$ cat src/rtl/rtc_alarm_bank.sv
// Multi-channel RTC alarm engine: masked BCD compare, one-shot/repeat FSMs, hit counters, W1C interrupt status.
// Hit pulse 2 cycles after inc_time_s, irq 1 later; reg access acked 1 cycle after cs, master holds cs until ack.
module rtc_alarm_bank #(
  parameter int NUM_ALARM = 4,
  parameter int AW        = 5
) (
  input  logic                 rtc_clk,
  input  logic                 rst,
  input  logic                 reg_cs,
  input  logic [AW-1:0]        reg_addr,
  input  logic [31:0]          reg_wdata,
  input  logic [3:0]           reg_be,
  input  logic                 reg_wr,
  output logic [31:0]          reg_rdata,
  output logic                 reg_ack,
  input  logic [31:0]          time_bcd,
  input  logic [31:0]          date_bcd,
  input  logic                 inc_time_s,
  output logic [NUM_ALARM-1:0] alarm_hit,
  output logic                 alarm_intr
);

  typedef enum logic [1:0] {DISARMED, ARMED, FIRED} state_t;

  localparam int            IW       = AW - 2;
  localparam logic [AW-1:0] EN_ADDR  = AW'(4 * NUM_ALARM);
  localparam logic [AW-1:0] STS_ADDR = AW'(4 * NUM_ALARM + 1);

  logic                 ack_q;
  logic [31:0]          rdata_q;
  logic                 eval_p;
  logic [NUM_ALARM-1:0] hit_q;
  logic                 intr_q;
  logic [NUM_ALARM-1:0] int_en;
  logic [NUM_ALARM-1:0] int_sts;

  logic [31:0] alm_time [NUM_ALARM];
  logic [31:0] alm_date [NUM_ALARM];
  logic [8:0]  alm_ctrl [NUM_ALARM];
  logic [7:0]  alm_cnt  [NUM_ALARM];
  state_t      state     [NUM_ALARM];
  state_t      state_nxt [NUM_ALARM];
  logic [8:0]  ctrl_new  [NUM_ALARM];

  logic                 acc;
  logic                 wr_go;
  logic [NUM_ALARM-1:0] sel_alm, sel_time, sel_date, sel_ctrl, sel_cnt;
  logic [NUM_ALARM-1:0] match, hit;
  logic [NUM_ALARM-1:0] w1c;
  logic                 en_wr;
  logic [31:0]          rmux;

  function automatic logic [31:0] be_merge(input logic [31:0] old, input logic [31:0] wd,
                                           input logic [3:0] be);
    logic [31:0] res;
    res = old;
    for (int b = 0; b < 4; b++)
      if (be[b]) res[8*b +: 8] = wd[8*b +: 8];
    return res;
  endfunction

  assign acc        = reg_cs & ~ack_q;
  assign wr_go      = acc & reg_wr;
  assign reg_ack    = ack_q;
  assign reg_rdata  = rdata_q;
  assign alarm_hit  = hit_q;
  assign alarm_intr = intr_q;

  assign en_wr = wr_go && (reg_addr == EN_ADDR) && reg_be[0];
  assign w1c   = (wr_go && (reg_addr == STS_ADDR) && reg_be[0]) ? reg_wdata[NUM_ALARM-1:0] : '0;

  // Compare uses the registered CTRL/state, so a same-cycle CTRL write only affects the next tick.
  always_comb begin
    for (int i = 0; i < NUM_ALARM; i++) begin
      sel_alm[i]  = wr_go && (reg_addr[AW-1:2] == IW'(i));
      sel_time[i] = sel_alm[i] && (reg_addr[1:0] == 2'd0);
      sel_date[i] = sel_alm[i] && (reg_addr[1:0] == 2'd1);
      sel_ctrl[i] = sel_alm[i] && (reg_addr[1:0] == 2'd2);
      sel_cnt[i]  = sel_alm[i] && (reg_addr[1:0] == 2'd3);
      match[i] = (!alm_ctrl[i][2] || (time_bcd[7:0]   == alm_time[i][7:0]))   &&
                 (!alm_ctrl[i][3] || (time_bcd[15:8]  == alm_time[i][15:8]))  &&
                 (!alm_ctrl[i][4] || (time_bcd[23:16] == alm_time[i][23:16])) &&
                 (!alm_ctrl[i][5] || (time_bcd[31:24] == alm_time[i][31:24])) &&
                 (!alm_ctrl[i][6] || (date_bcd[7:0]   == alm_date[i][7:0]))   &&
                 (!alm_ctrl[i][7] || (date_bcd[15:8]  == alm_date[i][15:8]))  &&
                 (!alm_ctrl[i][8] || (date_bcd[31:16] == alm_date[i][31:16]));
      hit[i] = eval_p && (state[i] == ARMED) && match[i];
      ctrl_new[i] = {reg_be[1] ? reg_wdata[8]   : alm_ctrl[i][8],
                     reg_be[0] ? reg_wdata[7:0] : alm_ctrl[i][7:0]};
      state_nxt[i] = state[i];
      if (sel_ctrl[i])
        state_nxt[i] = ctrl_new[i][0] ? ARMED : DISARMED;
      else if (hit[i] && !alm_ctrl[i][1])
        state_nxt[i] = FIRED;
    end
  end

  always_comb begin
    rmux = '0;
    for (int i = 0; i < NUM_ALARM; i++) begin
      if (reg_addr[AW-1:2] == IW'(i)) begin
        case (reg_addr[1:0])
          2'd0: rmux = alm_time[i];
          2'd1: rmux = alm_date[i];
          2'd2: rmux = {23'd0, alm_ctrl[i]};
          default: rmux = {24'd0, alm_cnt[i]};
        endcase
      end
    end
    if (reg_addr == EN_ADDR)  rmux = 32'(int_en);
    if (reg_addr == STS_ADDR) rmux = 32'(int_sts);
  end

  always_ff @(posedge rtc_clk) begin
    for (int i = 0; i < NUM_ALARM; i++)
      state[i] <= rst ? DISARMED : state_nxt[i];
  end

  always_ff @(posedge rtc_clk) begin
    if (rst) begin
      ack_q   <= 1'b0;
      rdata_q <= '0;
      eval_p  <= 1'b0;
      hit_q   <= '0;
      intr_q  <= 1'b0;
      int_en  <= '0;
      int_sts <= '0;
      for (int i = 0; i < NUM_ALARM; i++) begin
        alm_time[i] <= '0;
        alm_date[i] <= '0;
        alm_ctrl[i] <= '0;
        alm_cnt[i]  <= '0;
      end
    end else begin
      ack_q   <= acc;
      rdata_q <= (acc && !reg_wr) ? rmux : '0;
      eval_p  <= inc_time_s;
      hit_q   <= hit;
      intr_q  <= |(int_sts & int_en);
      if (en_wr) int_en <= reg_wdata[NUM_ALARM-1:0];
      // A hit in the same cycle as its W1C leaves the status bit set.
      int_sts <= (int_sts & ~w1c) | hit;
      for (int i = 0; i < NUM_ALARM; i++) begin
        if (sel_time[i]) alm_time[i] <= be_merge(alm_time[i], reg_wdata, reg_be);
        if (sel_date[i]) alm_date[i] <= be_merge(alm_date[i], reg_wdata, reg_be);
        if (sel_ctrl[i]) alm_ctrl[i] <= ctrl_new[i];
        if (sel_cnt[i])
          alm_cnt[i] <= hit[i] ? 8'd1 : 8'd0;
        else if (hit[i] && alm_cnt[i] != 8'hFF)
          alm_cnt[i] <= alm_cnt[i] + 8'd1;
      end
    end
  end

endmodule

$ cat config.mk
export PLATFORM = sky130hd
export DESIGN_NAME = rtc_alarm_bank
export DESIGN_NICKNAME = d
export VERILOG_FILES = /design/src/rtl/rtc_alarm_bank.sv
export SDC_FILE = /design/constraint.sdc
export NUM_CORES = 1
export LEC_CHECK = 0
export CAP_MARGIN = 5
export CORE_UTILIZATION = 61
export CTS_BUF_LIST = sky130_fd_sc_hd__clkbuf_8
export DETAILED_ROUTE_END_ITERATION = 6
export HOLD_SLACK_MARGIN = 0.02
export PLACE_DENSITY = 0.87
export REMOVE_ABC_BUFFERS = 1
export SLEW_MARGIN = 5
export SYNTH_ARGS = -nofsm -noshare
export SYNTH_HDL_FRONTEND = slang
export SYNTH_SLANG_ARGS = --single-unit
$ cat constraint.sdc
create_clock -name rtc_clk -period 2.9 [get_ports rtc_clk]
set_clock_uncertainty 0.2 [all_clocks]
set_input_delay 0.29 -clock rtc_clk [delete_from_list [all_inputs] [get_ports rtc_clk]]
set_output_delay 0.29 -clock rtc_clk [all_outputs]
set_load 0.005 [all_outputs]
# Word level (Yosys, flattened, before mapping)
# Memories as Yosys holds them, arrays and structs flattened.
# Cells that the tools add are included.
# op_classes
n_addsub	4
mul	0
div_mod_pow	0
magnitude_cmp	0
n_eq_ne	44
shifts	0
muxes	221
bitwise	28
n_reduce_logical	131
# op_table
op	count
8-bit two-way mux	108
32-bit two-way mux	12
32-bit one-hot mux with 3 select lines	4
8-bit equality test	24
1-bit two-way mux	78
1-bit logical AND	65
16-bit equality test	4
9-bit two-way mux	4
1-bit zero test	33
8-bit by 1-bit adder with 8-bit output (second input constant)	4
8-bit != test (second input constant)	4
1-bit logical OR	28
2-bit two-way mux	12
1-bit bitwise OR	20
4-bit two-way mux	3
2-bit by 1-bit equality test with 1-bit output (second input constant)	5
5-bit equality test (second input constant)	2
4-bit AND	2
4-bit OR reduction	2
3-bit by 2-bit equality test with 1-bit output (second input constant)	2
2-bit equality test (second input constant)	2
4-bit inverter	1
4-bit bitwise OR	1
3-bit by 1-bit equality test with 1-bit output (second input constant)	1
other kinds (5)	7
# word_totals
regBits	47
latch_bits	0
mem_bits_rw	332
romBits	0
input_bits	110
memories	5
# mem_list
name	depth	width	read_ports	rd_ports_with_merged_regs	write_ports	line_no	rtl
alm_date	4	32	4	0	4	38	logic [31:0] alm_date [NUM_ALARM];
alm_time	4	32	4	0	4	37	logic [31:0] alm_time [NUM_ALARM];
alm_ctrl	4	9	4	0	4	39	logic [8:0] alm_ctrl [NUM_ALARM];
alm_cnt	4	8	4	0	4	40	logic [7:0] alm_cnt [NUM_ALARM];
state	4	2	4	0	4	41	state_t state [NUM_ALARM];

# Depth between registers and ports, before layout
# An unclocked memory read counts as a cell.
# logic_depth
ltp_word	16
depth_mapped	9
depth_no_buf	7

# Least setup slack after synthesis
# Ideal clock, no wire load.
# synth_timing
path_kind	input to register
start	in date_bcd[0]
end	mem alm_cnt[1][0] (enable)
setup_time_ns	0.387
arrival_ns	2.139
required_time_ns	2.313
slack_ns	0.174
path_stages	7
path_cell_list	clkbuf_1 xnor2_1 nand4_1 o21ai_0 nand4_1 or2_2 o31ai_1
# synth_lines
element	line_no	rtl
start: declaration	17	input logic [31:0] date_bcd,
end: declaration	40	

==> impl_results.rst <==
.. list-table::
   :header-rows: 1

   * - Metric
     - Value
   * - Reg2Reg Setup Slack
     - 100 ps
   * - Maximum number of pins on one net before global-route repair
     - 50
   * - Overflow after GRT
     - 0
   * - Area fraction of the dominant cell type after synthesis
     - 0.475
   * - Critical Path Fanout Max
     - 8
   * - Max transition margin
     - 0.492
   * - Routed wirelength normalized by instance count
     - 26.3 µm
   * - Wire length of the first global-routing pass
     - 97300 µm
   * - Final Hold Viols
     - 0
   * - Most common library cell in the layout ignoring fill and taps
     - sky130_fd_sc_hd__edfxtp_1
   * - Clock tree root driver cell
     - sky130_fd_sc_hd__clkbuf_8
   * - Post-synthesis register bit count
     - 379
   * - Share of the clock period used by the worst path
     - 0.966
   * - Met3 routed WL
     - 8600 µm
   * - Commonest non-fill, non-tap cells in the layout
     - 324 x sky130_fd_sc_hd__edfxtp_1, 265 x sky130_fd_sc_hd__xnor2_1, 252 x sky130_fd_sc_hd__and2_1, 169 x sky130_fd_sc_hd__buf_4, 144 x sky130_fd_sc_hd__clkdlybuf4s50_1
   * - Power share of the sequential group
     - 0.503
   * - Main flop type after synthesis
     - sky130_fd_sc_hd__edfxtp_1
   * - Max cap viols
     - 0
   * - Data arrival time at the worst-slack endpoint
     - 2930 ps
   * - GRT Overall Usage
     - 0.392
   * - Clock input transition at the sequential cells of the worst setup and hold paths
     - 70 ps
   * - Clock latency on the worst-skew pair
     - 660 ps
   * - Critical path launch point type
     - flop
   * - Number of cells on the worst hold path
     - 2
   * - Share of async-settable or async-resettable flops after synthesis
     - 0
   * - Sum of routed wire segments on met1
     - 23000 µm
   * - Clock network fraction of total power
     - 0.374
   * - H-tree depth
     - 2
   * - Number of optimization iterations in the first detailed-route pass
     - 7
   * - Number of slew-limit violations in the final report
     - 0
   * - Count of input and output buffers
     - 147
   * - Number of distinct library cell variants in the gate-level netlist after synthesis
     - 66
   * - Number of non-filler instances in the completed layout
     - 2516
   * - Start-to-end type of the worst setup path
     - reg -> reg
   * - Via density
     - 6.55
   * - Drt total wl
     - 66300 µm
   * - Detailed Route Iter0 Violations
     - 2653
   * - Placed wire-length estimate after detailed placement
     - 48600 µm
   * - FMAX
     - 357 MHz
   * - Cell area power density
     - 501 nW/µm²
   * - Initial Utilization
     - 0.624
   * - Least-Margin Pin Slew
     - 759 ps
   * - Total internal power
     - 9.21 mW
   * - Length of routed met2 wiring
     - 30700 µm
   * - RSZ-0062 raised after global routing
     - no
   * - Total negative setup slack
     - 0 ps
   * - Worst r2r path cells
     - 6
   * - Net switching power
     - 3.20 mW
   * - Cell count after synthesis
     - 1780
   * - Clock tree from TritonCTS
     - done
   * - Standard cell core area
     - 32800 µm²
   * - Share of total power in combinational logic
     - 0.123
   * - Worst hold path class
     - in -> reg
   * - Number of flops mapped to enable cells by yosys
     - 324
   * - Number of nets with antenna violations after routing
     - 0
   * - Average footprint of a synthesized cell
     - 11.5 µm²
   * - Syn. warnings
     - 0
   * - Routability cong.
     - 1.07
   * - Top metal layer carrying routed signals
     - met5
   * - CTS max path bufs
     - 3
   * - Clock sink count
     - 379
   * - Final count of negative-setup-slack endpoints
     - 0
   * - Worst-case setup slack after placement
     - -370 ps
   * - Total instance count after detailed placement
     - 2403
   * - Fraction of final layout cells with drive strength greater than 1
     - 0.161
   * - Switching share of power
     - 0.258
   * - Outcome
     - finished, violations left
   * - Library cell with the largest summed area after synthesis
     - sky130_fd_sc_hd__edfxtp_1
   * - Die X-Extent
     - 185 µm
   * - Failing checks
     - DRC
   * - Area Growth Syn to Fin
     - 21.1%
   * - Leakage
     - 9.06 nW
   * - Rows
     - 66
   * - Number of nets in the layout
     - 2137
   * - Largest voltage drop on the vdd net
     - 457 µV
   * - Sequential element share of the synthesized area
     - 0.529
   * - Antenna violations before repair
     - 4
   * - Biggest area contributors in the synthesized netlist
     - sky130_fd_sc_hd__edfxtp_1 48%, sky130_fd_sc_hd__xnor2_1 11%, sky130_fd_sc_hd__and2_1 7.7%
   * - WP data required
     - 3020 ps
   * - Die ar.
     - 34300 µm²
   * - Clock buffer count from CTS
     - 59
   * - Syn Std Cell Area
     - 20500 µm²
   * - Fillcell total
     - 2092
   * - Number of vias in the routed layout
     - 16500
   * - Floorplan die height
     - 185 µm
   * - Number of top-level design ports
     - 148
   * - Drt drc
     - 100
   * - Element type at the critical path end
     - flop
   * - Final min period
     - 2800 ps
   * - Worst setup margin
     - 97.2 ps
   * - Number of global-route vias before repair
     - 16000
==> metrics by stage <==
step	instance area [µm²]	power (mW)	hold WS, ps	utilization
2_1_floorplan	19800	6.93	159	-
3_3_place_gp	23500	7.78	247	0.718
3_5_place_dp	23500	7.82	263	0.718
4_1_cts	24800	12.4	55.6	0.756
5_1_grt	24800	12.7	102	0.756
6_report	24800	12.4	122	0.756
==> cell usage after synthesis, types with 10 or more instances <==
library cell,instances
sky130_fd_sc_hd__a22oi_1,47
sky130_fd_sc_hd__xnor2_1,266
sky130_fd_sc_hd__nand3_1,24
sky130_fd_sc_hd__dfxtp_1,55
sky130_fd_sc_hd__nor2_1,119
sky130_fd_sc_hd__edfxtp_1,324
sky130_fd_sc_hd__a21o_1,36
sky130_fd_sc_hd__and2_1,252
sky130_fd_sc_hd__and3_1,15
sky130_fd_sc_hd__buf_2,30
sky130_fd_sc_hd__o21ai_0,39
sky130_fd_sc_hd__nand4_1,68
sky130_fd_sc_hd__a21oi_1,39
sky130_fd_sc_hd__clkbuf_1,104
sky130_fd_sc_hd__mux2i_1,67
sky130_fd_sc_hd__xor2_1,10
sky130_fd_sc_hd__inv_1,10
sky130_fd_sc_hd__nor4_1,15
sky130_fd_sc_hd__mux4_2,22
sky130_fd_sc_hd__o22ai_1,48
sky130_fd_sc_hd__nor3_1,12
sky130_fd_sc_hd__nand2_1,42
==> worst max-delay path: stages (launching register included) <==
cell and delay (ps):
sky130_fd_sc_hd__edfxtp_1 410, sky130_fd_sc_hd__xnor2_1 230, sky130_fd_sc_hd__nand4_1 210, sky130_fd_sc_hd__o21ai_0 320, sky130_fd_sc_hd__nand3_1 320, sky130_fd_sc_hd__nor3_1 410
sky130_fd_sc_hd__a211o_1 380
==> registers in the layout, indices dropped and copies added, names as in the netlist, 8 cells and up <==
signal,cells
alm_ctrl,36
alm_cnt,32
state,8
alm_date,128
alm_time,128
reg_rdata,32
==> what timing repair did <==
item                       4_1_cts  5_1_grt
setup endpoints to repair        0       28
gates resized for setup          0        2
hold buffers                     1        0
hold endpoints to repair         1        0
setup buffers                    0        0
==> per-layer routing <==
layer,vias to the layer above,GRT usage
li1,6907,-
met1,7934,0.497
met2,1338,0.632
met3,289,0.0879
met4,6,0.204
met5,-,0
==> worst paths after layout <==
path                    from             to
max          alm_time[3][30]  alm_cnt[3][7]
min               inc_time_s         eval_p
max reg2reg  alm_time[3][30]  alm_cnt[3][7]
min reg2reg      state[1][1]    state[1][1]
==> power groups by stage <==
stage	logic [mW]	clock network, mW	registers, mW
2_1_floorplan	0.651	0	6.28
3_3_place_gp	1.44	0	6.34
3_5_place_dp	1.46	0	6.35
4_1_cts	1.48	4.63	6.24
5_1_grt	1.58	4.86	6.25
6_report	1.52	4.64	6.25
==> cell type report <==
class | instances | area (µm²) | share of cell area
Inverter | 11 | 41.3 | 0.00167
Clock buffer | 69 | 950 | 0.0383
Sequential cell | 379 | 10800 | 0.437
Multi-Input combinational cell | 1235 | 8970 | 0.362
Tap cell | 442 | 553 | 0.0223
Clock inverter | 42 | 267 | 0.0108
Timing Repair Buffer | 337 | 3170 | 0.128
Antenna cell | 1 | 2.50 | 0.000101
==> cells by family after synthesis <==
group	Yosys count	synth area share
multiplexers	93	0.0592
flip-flops	379	0.529
AND/OR/NAND/NOR	595	0.166
XOR/XNOR	280	0.121
adder cells (fa/ha/maj)	4	0.00245
AO/OA/AOI/OAI	263	0.0863
buffers and inverters	166	0.0352
Power figures use the tool's default switching activity.
